**src/rtl/nibble_serial_adder_ctrl.sv**
```systemverilog
// nibble_serial_adder_ctrl: sequences a W-bit add through an external 4-bit adder, one nibble per clock; SUBTRACT_EN adds a sub port.
module nibble_serial_adder_ctrl #(
  parameter int NIBBLES = 4
) (
  input  logic                   clk,
  input  logic                   rst,
  input  logic                   start,
`ifdef SUBTRACT_EN
  input  logic                   sub,
`endif
  input  logic [4*NIBBLES-1:0]   op_a,
  input  logic [4*NIBBLES-1:0]   op_b,
  input  logic                   cin,
  output logic                   busy,
  output logic                   done,
  output logic [4*NIBBLES-1:0]   sum,
  output logic                   cout,
  output logic                   A4,
  output logic                   A3,
  output logic                   A2,
  output logic                   A1,
  output logic                   B4,
  output logic                   B3,
  output logic                   B2,
  output logic                   B1,
  output logic                   C0,
  input  logic                   Sum4,
  input  logic                   Sum3,
  input  logic                   Sum2,
  input  logic                   Sum1,
  input  logic                   C4
);
  localparam int W  = 4 * NIBBLES;
  localparam int IW = $clog2(NIBBLES);
  typedef enum logic [1:0] {IDLE, RUN, DONE} state_t;
  state_t state, next;
  logic [W-1:0]  a_r, b_r;
  logic [IW-1:0] idx;
  logic          cin_r, c_r, run, last, sub_i;
  logic [3:0]    an, bn;
`ifdef SUBTRACT_EN
  assign sub_i = sub;
`else
  assign sub_i = 1'b0;
`endif
  assign run  = state == RUN;
  assign last = idx == IW'(NIBBLES - 1);
  assign busy = state != IDLE;
  assign done = state == DONE;
  assign an   = a_r[{idx, 2'b00} +: 4];
  assign bn   = b_r[{idx, 2'b00} +: 4];
  assign {A4, A3, A2, A1} = run ? an : 4'b0;
  assign {B4, B3, B2, B1} = run ? bn : 4'b0;
  assign C0 = run & (idx == '0 ? cin_r : c_r);
  always_comb begin
    next = state;
    if (state == IDLE) next = start ? RUN : IDLE;
    else if (state == RUN) next = last ? DONE : RUN;
    else next = IDLE;
  end
  always_ff @(posedge clk or posedge rst)
    if (rst) state <= IDLE;
    else state <= next;
  // Subtraction is a + ~b + 1, folded into the captured operand and carry.
  always_ff @(posedge clk or posedge rst)
    if (rst) begin
      a_r   <= '0;
      b_r   <= '0;
      cin_r <= 1'b0;
      c_r   <= 1'b0;
      idx   <= '0;
      sum   <= '0;
      cout  <= 1'b0;
    end else if (state == IDLE && start) begin
      a_r   <= op_a;
      b_r   <= sub_i ? ~op_b : op_b;
      cin_r <= cin | sub_i;
      idx   <= '0;
    end else if (run) begin
      sum[{idx, 2'b00} +: 4] <= {Sum4, Sum3, Sum2, Sum1};
      c_r <= C4;
      idx <= idx + 1'b1;
      if (last) cout <= C4;
    end
endmodule

```
**config.mk**
```make
export PLATFORM = sky130hd
export DESIGN_NAME = nibble_serial_adder_ctrl
export DESIGN_NICKNAME = d
export VERILOG_FILES = /design/src/rtl/nibble_serial_adder_ctrl.sv
export SDC_FILE = /design/constraint.sdc
export NUM_CORES = 1
export LEC_CHECK = 0
export ABC_AREA = 1
export ABC_CLOCK_PERIOD_IN_PS = 2000
export BUFFER_PORTS_ARGS = -buffer_cell sky130_fd_sc_hd__buf_2
export CORE_MARGIN = 4
export CORE_UTILIZATION = 53
export DETAILED_ROUTE_END_ITERATION = 10
export PLACE_DENSITY = 0.77
export SLEW_MARGIN = 15
export SYNTH_ARGS = -nofsm -noshare
export SYNTH_HDL_FRONTEND = slang
export SYNTH_SLANG_ARGS = --single-unit
```
**constraint.sdc**
```tcl
create_clock -name clk -period 2 [get_ports clk]
set_input_delay 0.3 -clock clk [delete_from_list [all_inputs] [get_ports clk]]
set_output_delay 0.3 -clock clk [all_outputs]
set_load 0.05 [all_outputs]
```
======== Word-level counts from Yosys, hierarchy flattened ========
Cells that the tools add are included.
storage, ports and cells
  register bits after elaboration ......... 55
  input bits .............................. 41
  output and inout bits ................... 28
  logic and storage cells ................. 36
operators by class
  add/sub/neg operators ................... 2
  eq/ne operators ......................... 3
  shift-type cells ........................ 4
  muxes and demuxes ....................... 10
  bitwise gates (word level) .............. 2
  reductions and logical operators ........ 7
operators by type and width
  cell                    count
  $shiftx 16x5->4         2
  $bwmux 16               1
  $shift 4x6->16 const A  1
  $shiftx 4x6->16         1
  $mux 2                  5
  $mux 4                  2
  $neg 4->6               1
  $eq 2x2->1 const B      2
  $logic_not 2->1         2
  $reduce_bool 2->1       2
  $reduce_and 3->1        1
  $add 2x1->2 const B     1
  $eq 2x1->1 const B      1
  $mux 1                  2
  $reduce_and 2->1        1
  $and 1x1->1             1
  $logic_and 1x1->1       1
  $not 1->1               1

======== Depth between registers and ports, before layout ========
  word-level depth ........................ 4
  gate-level depth with buffers ........... 8
  gate-level depth less buffers ........... 7

======== Worst setup path after synthesis ========
Ideal clock, no wire load.
  path kind ............................... flip-flop to output port
  start point ............................. reg idx[1]
  end point ............................... out C0
  arrival time ............................ 1.883 ns
  data required time ...................... 1.700 ns
  setup slack ............................. -0.183 ns
  stages on the path, launching flop included .. 7
  buffers on the path ..................... 1
  cell sequence ........................... dfrtp_1 > buf_2 > clkinv_1 > ha_1 > inv_1 > nand2_1 > a21oi_1
between the ends
  longest elaborated chain between the ends .. 3
RTL lines
  item                    RTL line  text
  from (decl)             38        logic [IW-1:0] idx;
  from (signal assigned)  82        idx <= idx + 1'b1;
  $logic_not 2->1         54        assign C0 = run & (idx == '0 ? cin_r : c_r);
  $mux 1                  54
  $and 1x1->1             54
  to (decl)               26        output logic C0,
No other way between the ends.

======== Worst setup path after layout ========
  start point ............................. reg idx[0]
  end point ............................... out A1
between the ends
  longest elaborated chain between the ends .. 2
RTL lines
  item             RTL line  text
  $shiftx 16x5->4  50        assign an = a_r[{idx, 2'b00} +: 4];
  $mux 4           52        assign {A4, A3, A2, A1} = run ? an : 4'b0;
  to (decl)        21        output logic A1,
No other way between the ends.

==> results.json <==
{
  "critPathMaxStageDelay_ns": 0.43,
  "worstSetupEndpointType": "output pin",
  "cp_slowest_cell": "dfrtp_1",
  "netlist_area_mm2": 0.00269,
  "ant_nets": 0,
  "path_class": "reg2out",
  "start_util_pct": 55.9,
  "clk_path_buf_depth": 2,
  "worst_r2r_path_depth": 5,
  "synth_seq_cells": 55,
  "drt_iter0_drc": 171,
  "maxCapViolCount": 0,
  "relSlewSlack_pct": 50.7,
  "grt_pass1_wl_um": 9580,
  "die_w_um": 79.3,
  "crit_arrival_ns": 1.58,
  "syn2layout_area_growth_pct": 19.1,
  "ios": 69,
  "avgSynthCellArea_um2": 8.21,
  "cts.clk_slew.worst_paths_ns": 0.10,
  "period_share_pct": 94.1,
  "crit-reg2reg-launch": "state[0]$_DFF_PP0_",
  "cts_tree": "built",
  "num_vias": 2231,
  "fmax_mhz": 531,
  "placementRows": 25,
  "final.setup.tns_ns": 0,
  "grt_max_degree": 67,
  "rsz0062_at_grt": "no",
  "final_cell_mix": "nand2_1, buf_2, dfrtp_1",
  "ir_drop_mv": 1.19,
  "n_antenna_cell": 0,
  "drc_errors": 0,
  "grtUsageTotal_pct": 19.3,
  "drt_first_pass_iters": 4,
  "routabilityCongestion": 0.815,
  "wl_um": 5690,
  "clk_latency_ns": 0.30,
  "die_area_mm2": 0.00628,
  "mostFrequentLayoutCell": "nand2_1",
  "clock-sinks": 55,
  "syn_inst": 328,
  "r2r-end": "b_r[8]$_DFFE_PP0P_",
  "core-area_mm2": 0.00482,
  "syn-num-nets": 374,
  "worstPathMaxFanout": 17,
  "clock_tree.root_cell": "clkbuf_8",
  "status": "finished clean",
  "gr-total-overflow": 0,
  "skew_ns": 0.00856,
  "yosys_warnings": 0,
  "cts-htree-levels": 2,
  "hold_path.class": "in2async",
  "die_h_um": 79.3,
  "yosysUniqueCellTypes": 18,
  "powerDensity_mw_per_mm2": 1860,
  "final.min_clock_period_ns": 1.88,
  "p_total_mw": 5.96,
  "fin_nets": 444,
  "wire_per_inst_um": 12.2,
  "p_leak_nw": 1.81,
  "synth_seq_area_share_pct": 51.1,
  "grt_antenna_before_repair": 0,
  "tightest_slew_ns": 0.740,
  "grt_pass1_vias": 2089,
  "final_hold_viol_count": 0,
  "cts_buffers": 5,
  "vias_per_cell": 4.79,
  "slew_violations": 0,
  "r2r_setup_slack_ns": 0.42,
  "final-setup-viol-count": 0,
  "worstPathCellList": "buf_4 > nand2_1 > nand3_1 > a21oi_1 > buf_2",
  "required_ns": 1.70,
  "placement.io_buffers": 68,
  "drive_gt1_share_pct": 29.1,
  "dp_hpwl_um": 4140,
  "worstSetupStartpointType": "register"
}
## routing by layer
metal | part of all wire (%) | wire, um | GRT usage (%)
met4 | 1.3 | 74 | 6.19
met2 | 43 | 2470 | 28.3
met3 | 5.5 | 314 | 3.51
met1 | 50 | 2840 | 29.1
met5 | 0 | 0 | 0
## worst max path at each step
stage	from	slack, ns	endpoint	depth (start not counted)
after global routing	idx[0]$_DFFE_PP0P_	0.02	C0	6
after global placement	idx[0]$_DFFE_PP0P_	0.43	C0	5
after CTS	idx[0]$_DFFE_PP0P_	0.04	C0	5
after floorplan	idx[1]$_DFFE_PP0P_	0.08	C0	6
final	idx[0]$_DFFE_PP0P_	0.12	A1	5
after detailed placement	idx[0]$_DFFE_PP0P_	0.39	C0	5
## logic make-up (layout without fill, tap and decap cells)
| logic type | count (synthesis) | after routing | synth area share, % |
|---|---|---|---|
| compound gates | 54 | 54 | 13.1 |
| fa+ha+maj | 5 | 5 | 2.32 |
| buf+inv | 62 | 133 | 10.2 |
| flops | 55 | 55 | 51.1 |
| simple gates | 152 | 152 | 23.2 |
## power by group
part / switching, mW / total (mW) / internal (mW)
Clock: 0.344 / 0.659 / 0.315
Sequential: 0.197 / 1.81 / 1.61
Combinational: 2.56 / 3.49 / 0.924
## per-stage QoR
step           setup slack, ns  hold WS, ns  utilization (%)  std cells  cell area, um2
3_5_place_dp             0.389        0.459             64.2        458            3090
5_1_grt                 0.0187        0.222             66.5        466            3210
3_3_place_gp             0.426        0.463             64.2        458            3090
2_1_floorplan           0.0751        0.417                -        328            2700
4_1_cts                 0.0363        0.188             66.3        466            3200
6_report                 0.118        0.173             66.5        466            3210
## flip-flops by register name, indices dropped and copies added, names as in the netlist
signal	cells
cout	1
idx	2
state	2
sum	16
cin_r	1
a_r	16
c_r	1
b_r	16
## worst max-delay path, delay by kind of cell (launching register included)
| family | cells | cell delay (ns) |
|---|---|---|
| flip-flops | 1 | 0.43 |
| AO/OA/AOI/OAI | 1 | 0.17 |
| AND/OR/NAND/NOR | 2 | 0.18 |
| buffers and inverters | 2 | 0.49 |
## cells in the mapped netlist (all sizes together)
cell	n	area share, %
o21ai	13	2.4
clkbuf	1	0.14
inv	48	6.7
nand3	34	6.3
a21oi	41	11
nand2	76	11
clkinv	1	0.14
buf	12	3.3
ha	5	2.3
dfrtp	55	51
nor2	42	6.2
## final cells by class
class	instances	area (um2)
Multi-Input combinational cell	211	1050
Inverter	49	186
Timing Repair Buffer	76	403
Fill cell	450	1610
Sequential cell	55	1380
Tap cell	67	83.8
Clock inverter	1	7.51
Clock buffer	7	96.3
## repair_timing
item	4_1_cts	5_1_grt
resized for setup	0	3
setup buffers	0	0
hold buffers	0	0
endpoints found under the setup margin	0	2
Note: power is estimated with default switching activity, not from simulation.
